File: config.mk
export PLATFORM = sky130hd
export DESIGN_NAME = player_move_ctrl
export DESIGN_NICKNAME = d
export VERILOG_FILES = /design/src/rtl/player_pkg.sv /design/src/rtl/player_move_ctrl_step_timer.sv /design/src/rtl/player_move_ctrl.sv
export SDC_FILE = /design/constraint.sdc
export NUM_CORES = 1
export LEC_CHECK = 0
export BUFFER_PORTS_ARGS = -buffer_cell sky130_fd_sc_hd__buf_2
export CORE_ASPECT_RATIO = 1.1
export CORE_MARGIN = 3
export CORE_UTILIZATION = 57
export DETAILED_ROUTE_END_ITERATION = 8
export GPL_TIMING_DRIVEN = 0
export PLACE_DENSITY = 0.84
export SYNTH_ARGS = -nofsm -noshare
export SYNTH_HDL_FRONTEND = slang
export SYNTH_SLANG_ARGS = --single-unit
File: constraint.sdc
create_clock -name clk -period 3.8 [get_ports clk]
set_input_delay 0.19 -clock clk [delete_from_list [all_inputs] [get_ports clk]]
set_output_delay 0.19 -clock clk [all_outputs]
set_load 0.02 [all_outputs]
File: src/rtl/player_pkg.sv
// Shared constants for the player movement controller: move codes, FSM states,
// map count and the key-priority encoder.
package player_pkg;

  localparam logic [2:0] MV_NONE  = 3'b000;
  localparam logic [2:0] MV_UP    = 3'b001;
  localparam logic [2:0] MV_LEFT  = 3'b010;
  localparam logic [2:0] MV_DOWN  = 3'b011;
  localparam logic [2:0] MV_RIGHT = 3'b100;

  localparam int unsigned NUM_MAPS = 4;

  typedef enum logic [1:0] {
    ST_IDLE   = 2'd0,
    ST_REQ    = 2'd1,
    ST_COMMIT = 2'd2,
    ST_COOL   = 2'd3
  } state_t;

  // Fixed priority when several keys are active: up > down > left > right.
  function automatic logic [2:0] select_move(input logic up, input logic down,
                                             input logic left, input logic right);
    logic [2:0] code;
    code = MV_NONE;
    if (up)         code = MV_UP;
    else if (down)  code = MV_DOWN;
    else if (left)  code = MV_LEFT;
    else if (right) code = MV_RIGHT;
    return code;
  endfunction

endpackage

File: src/rtl/player_move_ctrl_step_timer.sv
// Loadable down-counter with zero flag. Shared by the settle and cooldown phases;
// it stops at zero and holds there until the next load.
module step_timer #(
  parameter int unsigned CNT_W = 4
) (
  input  logic             clk,
  input  logic             reset,
  input  logic             i_load,
  input  logic [CNT_W-1:0] i_load_val,
  output logic             o_zero
);

  logic [CNT_W-1:0] r_cnt;

  // Load has priority; otherwise count down until zero is reached.
  always_ff @(posedge clk) begin
    if (reset)
      r_cnt <= '0;
    else if (i_load)
      r_cnt <= i_load_val;
    else if (r_cnt != '0)
      r_cnt <= r_cnt - 1'b1;
  end

  assign o_zero = (r_cnt == '0);

endmodule

File: src/rtl/player_move_ctrl.sv
// Player movement controller: picks a direction from the debounced keys, presents the
// move code to the collision detector, commits the detector's tile, handles map exits
// and enforces a cooldown between steps.
// Build option HOLD_REPEAT_EN: when defined a held key re-issues a move every step
// period; when undefined only a key's 0->1 transition issues a move.
module player_move_ctrl
  import player_pkg::*;
#(
  parameter int unsigned X_W      = 5,
  parameter int unsigned Y_W      = 4,
  parameter int unsigned SETTLE   = 2,
  parameter int unsigned STEP_DIV = 16,
  parameter int unsigned START_X  = 1,
  parameter int unsigned START_Y  = 1,
  parameter int unsigned EXIT_X   = 18,
  parameter int unsigned EXIT_Y   = 13
) (
  input  logic           clk,
  input  logic           reset,
  input  logic           key_up,
  input  logic           key_down,
  input  logic           key_left,
  input  logic           key_right,
  output logic [2:0]     move,
  output logic [X_W-1:0] cur_x,
  output logic [Y_W-1:0] cur_y,
  output logic [1:0]     map_sel,
  input  logic [X_W-1:0] new_x,
  input  logic [Y_W-1:0] new_y,
  output logic           blocked,
  output logic           map_done
);

  localparam int unsigned CNT_MAX = (SETTLE > STEP_DIV) ? SETTLE : STEP_DIV;
  localparam int unsigned CNT_W   = (CNT_MAX > 1) ? $clog2(CNT_MAX) : 1;
  localparam logic [1:0]  LAST_MAP = 2'(NUM_MAPS - 1);

  state_t           r_state;
  logic [2:0]       r_move;
  logic [X_W-1:0]   r_cur_x;
  logic [Y_W-1:0]   r_cur_y;
  logic [1:0]       r_map_sel;
  logic             r_blocked;
  logic             r_map_done;

  logic [3:0]       w_keys_now;
  logic [3:0]       w_keys_act;
  logic [2:0]       w_sel;
  logic             w_same;
  logic             w_at_exit;
  logic             w_load;
  logic [CNT_W-1:0] w_load_val;
  logic             w_zero;

  assign w_keys_now = {key_up, key_down, key_left, key_right};

`ifdef HOLD_REPEAT_EN
  assign w_keys_act = w_keys_now;
`else
  logic [3:0] r_keys_prev;

  // Key history is tracked in every state, so a press that starts while busy never
  // produces a late edge once the controller returns to idle.
  always_ff @(posedge clk) begin
    if (reset)
      r_keys_prev <= '0;
    else
      r_keys_prev <= w_keys_now;
  end

  assign w_keys_act = w_keys_now & ~r_keys_prev;
`endif

  assign w_sel     = select_move(w_keys_act[3], w_keys_act[2], w_keys_act[1], w_keys_act[0]);
  assign w_same    = (new_x == r_cur_x) && (new_y == r_cur_y);
  assign w_at_exit = (new_x == X_W'(EXIT_X)) && (new_y == Y_W'(EXIT_Y));

  // Timer loads: settle count when a request starts, cooldown count on commit.
  always_comb begin
    w_load     = 1'b0;
    w_load_val = '0;
    case (r_state)
      ST_IDLE: begin
        if (w_sel != MV_NONE) begin
          w_load     = 1'b1;
          w_load_val = CNT_W'(SETTLE - 1);
        end
      end
      ST_COMMIT: begin
        w_load     = 1'b1;
        w_load_val = CNT_W'(STEP_DIV - 1);
      end
      default: ;
    endcase
  end

  step_timer #(
    .CNT_W(CNT_W)
  ) u_timer (
    .clk        (clk),
    .reset      (reset),
    .i_load     (w_load),
    .i_load_val (w_load_val),
    .o_zero     (w_zero)
  );

  // Request/commit/cooldown sequencing and registered outputs.
  always_ff @(posedge clk) begin
    if (reset) begin
      r_state    <= ST_IDLE;
      r_move     <= MV_NONE;
      r_cur_x    <= X_W'(START_X);
      r_cur_y    <= Y_W'(START_Y);
      r_map_sel  <= '0;
      r_blocked  <= 1'b0;
      r_map_done <= 1'b0;
    end else begin
      r_blocked  <= 1'b0;
      r_map_done <= 1'b0;
      case (r_state)
        ST_IDLE: begin
          if (w_sel != MV_NONE) begin
            r_move  <= w_sel;
            r_state <= ST_REQ;
          end
        end
        ST_REQ: begin
          if (w_zero)
            r_state <= ST_COMMIT;
        end
        ST_COMMIT: begin
          r_move    <= MV_NONE;
          r_blocked <= w_same;
          if (w_at_exit) begin
            r_cur_x <= X_W'(START_X);
            r_cur_y <= Y_W'(START_Y);
            if (r_map_sel == LAST_MAP)
              r_map_done <= 1'b1;
            else
              r_map_sel <= r_map_sel + 2'd1;
          end else begin
            r_cur_x <= new_x;
            r_cur_y <= new_y;
          end
          r_state <= ST_COOL;
        end
        ST_COOL: begin
          if (w_zero)
            r_state <= ST_IDLE;
        end
        default: r_state <= ST_IDLE;
      endcase
    end
  end

  assign move     = r_move;
  assign cur_x    = r_cur_x;
  assign cur_y    = r_cur_y;
  assign map_sel  = r_map_sel;
  assign blocked  = r_blocked;
  assign map_done = r_map_done;

endmodule

## After elaboration in Yosys (flattened, before gate mapping)

Index checks and enable logic that the tools add are counted.

| word-level totals | value |
|---|---|
| register bits | 26 |
| input bits | 15 |
| output and inout bits | 16 |

| operators by class | value |
|---|---|
| add/sub/neg operators | 2 |
| eq/ne operators | 11 |
| mux-type cells | 19 |
| bitwise logic cells | 5 |
| reductions and logical operators | 13 |

Operators by type and width:

| kind | number |
|---|---|
| two-way mux 3 bit | 5 |
| two-way mux 4 bit | 3 |
| case mux 2 bit (4 select lines) | 1 |
| case mux 4 bit (2 select lines) | 1 |
| == test 2 bit (second input constant) | 3 |
| two-way mux 2 bit | 3 |
| case mux 3 bit (2 select lines) | 1 |
| AND reduction 3 bit | 2 |
| == test 5 bit | 1 |
| == test 5 bit (second input constant) | 1 |
| two-way mux 5 bit | 1 |
| AND 4 bit | 1 |
| == test 4 bit | 1 |
| == test 4 bit (second input constant) | 1 |
| logical NOT 4 bit | 1 |
| != test 2 x 1 -> 1 bit (second input constant) | 2 |
| inverter 4 bit | 1 |
| nonzero test 2 bit | 2 |
| nonzero test 4 bit | 1 |
| subtractor 4 x 1 -> 4 bit (second input constant) | 1 |
| two-way mux 1 bit | 3 |
| inverter 1 bit | 3 |
| nonzero test 3 bit | 1 |
| OR reduction 3 bit | 1 |
| other kinds (8) | 9 |

## Logic depth before layout (Yosys ltp)

Gate-level depths: netlist (run 1).

| depth | value |
|---|---|
| word-level depth | 10 |
| depth in mapped cells | 7 |
| mapped depth without buffers | 6 |

## By module

From an unflattened synthesis (run 1), not the netlist that was laid out.

| unflattened totals | value |
|---|---|
| cell total of the unflattened synthesis | 138 |
| area, all modules | 1363.8 um^2 |

Modules (own cells, without submodules):

| module | instances | cells an instance | area an instance (um^2) |
|---|---|---|---|
| player_move_ctrl | 1 | 114 | 1134.8 |
| step_timer | 1 | 24 | 229.0 |

## Worst setup path before layout (run 1)

OpenSTA, ideal clock, no wires.

| timing path | value |
|---|---|
| path type | flip-flop to flip-flop |
| start | register r_state[0] |
| end | register r_cur_x[0], in the netlist cur_x[0] |
| arrival | 1.290 ns |
| setup slack | 2.390 ns |
| stages on the path, launching flop included | 6 |
| buffers on the path | 2 |
| cells stage by stage | dfxtp_1 > inv_1 > ha_1 > buf_2 > buf_2 > a211o_2 |

| on the way | value |
|---|---|
| word-level cells in the longest chain between the ends | 1 |

Ends and longest elaborated chain:

| what | RTL line | source |
|---|---|---|
| from (decl) | player_move_ctrl.sv:38 | `state_t r_state;` |
| from (signal assigned) | player_move_ctrl.sv:110 | `r_state <= ST_IDLE;` |
| from (signal assigned) | player_move_ctrl.sv:124 | `r_state <= ST_REQ;` |
| from (signal assigned) | player_move_ctrl.sv:129 | `r_state <= ST_COMMIT;` |
| == test 2 bit | player_move_ctrl.sv:120 | `case (r_state)` |
| to (signal assigned) | player_move_ctrl.sv:112 | `r_cur_x <= X_W'(START_X);` |
| to (signal assigned) | player_move_ctrl.sv:135 | `r_cur_x <= X_W'(START_X);` |
| to (signal assigned) | player_move_ctrl.sv:142 | `r_cur_x <= new_x;` |
| to (decl) | player_move_ctrl.sv:40 | `logic [X_W-1:0] r_cur_x;` |

Every way passes these cells.
A chain may end at the register's enable or synchronous reset.

## Worst setup path after layout (run 1)

| timing path | value |
|---|---|
| start | register r_state[0] |
| end | register r_cur_x[4], in the netlist cur_x[4] |

The elaborated chain is that of the path after synthesis.

==> results of run 1 <==
## final timing paths
kind,to,slack [ns],startpoint,cells past startpoint
setup / recovery,cur_x[4],2.16,r_state[0],6
hold / removal,r_keys_prev[1],0.09,key_left,2
setup reg to reg,cur_x[4],2.16,r_state[0],6
hold reg to reg,move[1],0.50,move[1],2
## flip-flops by register name, indices dropped and copies added, names as in the netlist
register and flops:
r_state 2, r_keys_prev 4, blocked 1, map_sel 2, u_timer.r_cnt 4, cur_x 5, map_done 1, move 3
cur_y 4
## final cells by class
cell class | instances | area, um^2 | share of cell area
Multi-Input combinational cell | 101 | 800 | 0.505
Sequential cell | 26 | 520 | 0.329
Timing Repair Buffer | 30 | 150 | 0.0949
Clock buffer | 4 | 36.3 | 0.0229
Tap cell | 28 | 35.0 | 0.0221
Buffer | 5 | 22.5 | 0.0142
Inverter | 5 | 18.8 | 0.0119
## through the flow
| stage | utilization | instance area (um^2) | hold slack [ns] | worst slack [ns] |
|---|---|---|---|---|
| floorplan | - | 1360 | 0.312 | 2.39 |
| finish | 0.744 | 1580 | 0.0879 | 2.16 |
| global route | 0.744 | 1580 | 0.0906 | 2.03 |
| CTS | 0.744 | 1580 | 0.0865 | 2.16 |
| detailed placement | 0.727 | 1550 | 0.425 | 2.18 |
| global placement | 0.727 | 1550 | 0.414 | 2.21 |
## logic make-up (layout without fill, tap and decap cells)
kind of cell | Yosys count | after routing | share of synthesized area
compound gates | 19 | 19 | 0.110
xor+xnor | 11 | 11 | 0.0708
fa+ha+maj | 7 | 7 | 0.0643
buf+inv | 10 | 44 | 0.0303
flops | 26 | 26 | 0.382
mux | 11 | 11 | 0.0818
simple gates | 53 | 53 | 0.260
## power by group
part,internal [mW],switching (mW),total [mW]
Combinational,0.204,0.243,0.446
Clock,0.0587,0.0808,0.139
Sequential,0.327,0.0476,0.374
## layout by cell type, fill, tap and decap left out, types with 2 or more instances in the layout
cell type | Yosys | final
buf_2 | 3 | 33
dfxtp_1 | 26 | 26
xnor2_1 | 11 | 11
nor2b_2 | 2 | 2
nor3b_2 | 2 | 2
clkbuf_4 | 0 | 3
a31oi_1 | 2 | 2
a21oi_1 | 6 | 6
nand2b_1 | 7 | 7
nor2_1 | 17 | 17
nor3_1 | 3 | 3
ha_1 | 7 | 7
clkbuf_1 | 2 | 2
nand4b_1 | 2 | 2
inv_1 | 5 | 5
nor2b_1 | 7 | 7
nand3b_1 | 2 | 2
nand4_1 | 2 | 2
mux2i_1 | 10 | 10
## worst max-delay path: stages (launching register included)
cell and delay, ns:
dfxtp_1 0.37, inv_1 0.12, ha_1 0.20, buf_2 0.29, buf_2 0.29, mux2i_1 0.22, nor2_1 0.06
## per-layer routing
metal	vias up	wire length [um]	GRT usage
li1	544	-	-
met1	507	1090	0.214
met2	27	1360	0.367
met3	4	119	0.0313
met4	0	39	0.102
met5	-	0	0
==> out/results.tsv, run 1 <==
stage	metric	value	unit
floorplanning	io_pins	31	
placement	port_buffers	30	
synth	synth_most_common_cell	dfxtp_1	
clock_network	holdBufCountCts	0	
clock_network	htree_levels	1	
clock_network	numCtsBuffers	3	
layout	nets	194	
layout	drive_gt1_frac	0.298	
route	drtPass1Iterations	4	
synth	syn_inst	137	
route	drc_errors	0	
critical_path	critical_path_class	reg -> reg	
critical_path	crit_path_end_kind	flip-flop	
synth	ys_top_cells_by_count	dfxtp_1 (26), nor2_1 (17), xnor2_1 (11), mux2i_1 (10)	
route	postRouteAntennaNets	0	
min_path	hold_path.class	in -> reg	
route	routed_wl	2.62	mm
floorplanning	dieWidth	52.6	um
clock_network	clk_pin_slew	0.13	ns
route	routedWlPerCell	13.1	um
timing	period_share	0.432	
synth	synth_cell_types	39	
timing	report.final.slew_viol_count	0	
pwr	total_power	0.960	mW
timing	period_minus_slack	1.64	ns
clock_network	clock_latency	0.32	ns
critical_path	crit_arrival	1.87	ns
synth	ys_ff_latch	26	
pwr	peakVddDrop	0.497	mV
floorplanning	die_y	57.3	um
timing	setup_tns	0	ns
timing	fin_skew	0.000600	ns
timing	rsz0062_at_grt	false	
placement	gp_congestion	0.753	
outcome	status	finished, final reports clean	
synth	seq_area_frac_synth	0.382	
timing	finalSetupViolCount	0	
pwr	leakagePower	0.666	nW
synth	synth_edf_count	0	
synth	netlist_area	0.00136	mm^2
route	drtIter0Drc	15	
global_route	overflow	0	
route	dr_total_vias	1082	
layout	nFillCells	163	
clock_network	cts-root-buf	clkbuf_4	
clock_network	cts_resized	0	
floorplanning	num_rows	17	
synth	synth_area_leader_cell	dfxtp_1	
placement	post-dp-hpwl	2.05	mm
synth	ys_warn_count	0	
clock_network	cts_tree	built	
run	maxCapViolations	0	
global_route	grt_pass1_vias	1115	
synth	syn_nets	159	
clock_network	cts_setup_buffers	0	
placement	dpl.cell_count	195	
floorplanning	start_util	0.640	
pwr	p_per_area	607	mW/mm^2
floorplanning	die_area	0.00301	mm^2
floorplanning	core_area	0.00213	mm^2
synth	async_reset_ff_frac	0	
layout	final_cell_count_no_fill	199	
global_route	grt_pass1_wl	4.58	mm
critical_path	startpoint_type	flip-flop	
timing	worstMarginPinSlew	0.472	ns
timing	hold_viol	0	
critical_path	worst-path-max-fanout	10	
global_route	track_usage	0.200	
clock_network	clockBufferDepth	2	
synth	synth_area_leaders	dfxtp_1 (38%), mux2i_1 (7.4%), xnor2_1 (7.1%), ha_1 (6.4%), nor2_1 (4.7%)	
layout	diodes	0	
layout	synthToLayoutAreaGrowth	16.3	%
clock_network	cts_sinks	26	
global_route	grt_antenna_before_repair	0	
synth	avgSynthCellArea	9.94	um^2
critical_path	crit_required	4.03	ns
timing	slew_headroom	0.685	
global_route	grt_max_degree	15	
timing	fmax	610	MHz
route	avgViaCountPerCell	5.44	
synth	synth_top_area_frac	0.382	
synth	synth-main-ff-cell	dfxtp_1	
No activity file was read; power rests on OpenSTA's default activity.
==> run 2, diff against run 1 <==
--- a/config.mk
+++ b/config.mk
@@ -8,10 +8,10 @@
 export BUFFER_PORTS_ARGS = -buffer_cell sky130_fd_sc_hd__buf_2
 export CORE_ASPECT_RATIO = 1.1
 export CORE_MARGIN = 3
-export CORE_UTILIZATION = 57
+export CORE_UTILIZATION = 47
 export DETAILED_ROUTE_END_ITERATION = 8
 export GPL_TIMING_DRIVEN = 0
-export PLACE_DENSITY = 0.84
+export PLACE_DENSITY = 0.74
 export SYNTH_ARGS = -nofsm -noshare
 export SYNTH_HDL_FRONTEND = slang
 export SYNTH_SLANG_ARGS = --single-unit
==> constraint.sdc (replaced) <==
create_clock -name clk -period 1.5 [get_ports clk]
set_input_delay 0.075 -clock clk [delete_from_list [all_inputs] [get_ports clk]]
set_output_delay 0.075 -clock clk [all_outputs]
set_load 0.02 [all_outputs]
==> out/results.tsv, run 2 (synthesis gave the netlist of run 1 again) <==
stage	metric	value	unit	change
clock_network	clock_latency	0.32	ns	about the same
global_route	overflow	0		unchanged
clock_network	clk_pin_slew	0.14	ns	was 0.13 ns
layout	nets	201		was 194
floorplanning	die_area	0.00358	mm^2	was 0.00301 mm^2
pwr	total_power	2.68	mW	was 0.960 mW
pwr	leakagePower	0.705	nW	was 0.666 nW
timing	period_share	0.980		was 0.432
critical_path	crit_path_end_kind	flip-flop		unchanged
layout	diodes	0		unchanged
layout	synthToLayoutAreaGrowth	25.7	%	was 16.3%
route	avgViaCountPerCell	5.17		was 5.44
layout	most-common-layout-cells	buf_2 (31), dfxtp_1 (24), nor2_1 (17), xnor2_1 (11), mux2i_1 (10)		was buf_2 (33), dfxtp_1 (26), nor2_1 (17), xnor2_1 (11), mux2i_1 (10)
placement	place_area	0.00155	mm^2	about the same
floorplanning	num_rows	19		was 17
timing	report.final.slew_viol_count	0		unchanged
clock_network	cts-root-buf	clkbuf_4		unchanged
critical_path	crit_required	1.71	ns	was 4.03 ns
placement	dp_slack	-0.0647	ns	was 2.18 ns
min_path	hold_path.class	in -> reg		unchanged
clock_network	htree_levels	1		unchanged
critical_path	startpoint_type	flip-flop		unchanged
global_route	grt_pass1_wl	4.58	mm	unchanged
pwr	p_per_area	1570	mW/mm^2	was 607 mW/mm^2
clock_network	numCtsBuffers	3		unchanged
critical_path	worst-path-max-fanout	4		was 10
floorplanning	io_pins	31		unchanged
global_route	track_usage	0.162		was 0.200
clock_network	cts_tree	built		unchanged
layout	post-route-cell-area	0.00171	mm^2	was 0.00158 mm^2
pwr	peakVddDrop	1.01	mV	was 0.497 mV
timing	fmax	680	MHz	was 610 MHz
timing	whs	0.0211	ns	was 0.0879 ns
route	postRouteAntennaNets	0		unchanged
layout	drive_gt1_frac	0.337		was 0.298
route	routed_wl	2.75	mm	was 2.62 mm
timing	fin_ws	0.0302	ns	was 2.16 ns
global_route	grt_antenna_before_repair	0		unchanged
clock_network	cts_sinks	26		unchanged
placement	gp_congestion	0.777		was 0.753
layout	mostFrequentLayoutCell	buf_2		unchanged
timing	slew_headroom	0.672		was 0.685
floorplanning	dieWidth	57.3	um	was 52.6 um
timing	finalSetupViolCount	0		unchanged
route	routedWlPerCell	13.2	um	was 13.1 um
timing	worstMarginPinSlew	0.492	ns	was 0.472 ns
floorplanning	die_y	62.4	um	was 57.3 um
timing	period_minus_slack	1.47	ns	was 1.64 ns
route	drtIter0Drc	14		was 15
critical_path	crit_arrival	1.68	ns	was 1.87 ns
timing	hold_viol	0		unchanged
route	dr_total_vias	1080		was 1,082
route	drtPass1Iterations	4		unchanged
run	maxCapViolations	0		unchanged
timing	rsz0062_at_grt	true		was false
floorplanning	start_util	0.516		was 0.640
layout	largest_reg_flops	5		unchanged
timing	fin_skew	0.00869	ns	was 0.000600 ns
route	drc_errors	0		unchanged
critical_path	critical_path_class	reg -> reg		unchanged
placement	post-dp-hpwl	2.15	mm	was 2.05 mm
timing	setup_tns	0	ns	unchanged
floorplanning	core_area	0.00264	mm^2	was 0.00213 mm^2
outcome	status	finished, final reports clean		unchanged
placement	port_buffers	30		unchanged
global_route	grt_max_degree	16		was 15
global_route	grt_pass1_vias	1095		was 1,115
clock_network	clockBufferDepth	2		unchanged
[run 2: through the flow]
stage / cells / util
global route: 209 / 0.649
CTS: 207 / 0.629
detailed placement: 198 / 0.587
finish: 209 / 0.649
global placement: 198 / 0.587
floorplan: 137 / -
[run 2: path summary, 6_finish.rpt]
check / startpoint / endpoint / slack [ns] / cells after the start
hold reg to reg: map_sel[1] / map_sel[1] / 0.50 / 2
setup reg to reg: r_state[0] / map_sel[1] / 0.03 / 6
hold / removal: new_y[0] / cur_y[0] / 0.02 / 2
setup / recovery: r_state[0] / map_sel[1] / 0.03 / 6
[run 2: area by class of cell]
type,instances,area (um^2)
Fill cell,221,927
Multi-Input combinational cell,101,833
Sequential cell,26,526
Timing Repair Buffer,37,213
Tap cell,31,38.8
Clock inverter,1,30.0
Buffer,5,27.5
Clock buffer,3,22.5
Inverter,5,21.3
[run 2: timing repair]
action / in CTS / in global routing
gates resized for setup: 3 / 11
hold buffers: 4 / 0
pin swaps: 1 / 4
setup buffers: 1 / 2
endpoints found under the setup margin: 9 / 13
endpoints found under the hold margin: 4 / 0
[run 2: routing by layer]
layer	vias to the layer above	wire length, um	GRT usage
met1	496	1120	0.181
met5	-	0	0
met2	32	1450	0.294
met3	2	159	0.0269
li1	550	-	-
met4	0	19	0.0696
[run 2: worst max-delay path, stage by stage (launching register included)]
cell and delay [ns]:
dfxtp_4 0.39, inv_4 0.07, ha_4 0.13, nand4bb_1 0.12, or3_4 0.45, o21ai_2 0.16, a21oi_2 0.06
[run 2: report_power, final]
part           total, mW  internal [mW]  switching (mW)
registers          0.970          0.838           0.132
logic               1.24          0.612           0.625
clock network      0.472          0.270           0.202
total               2.68           1.72           0.958
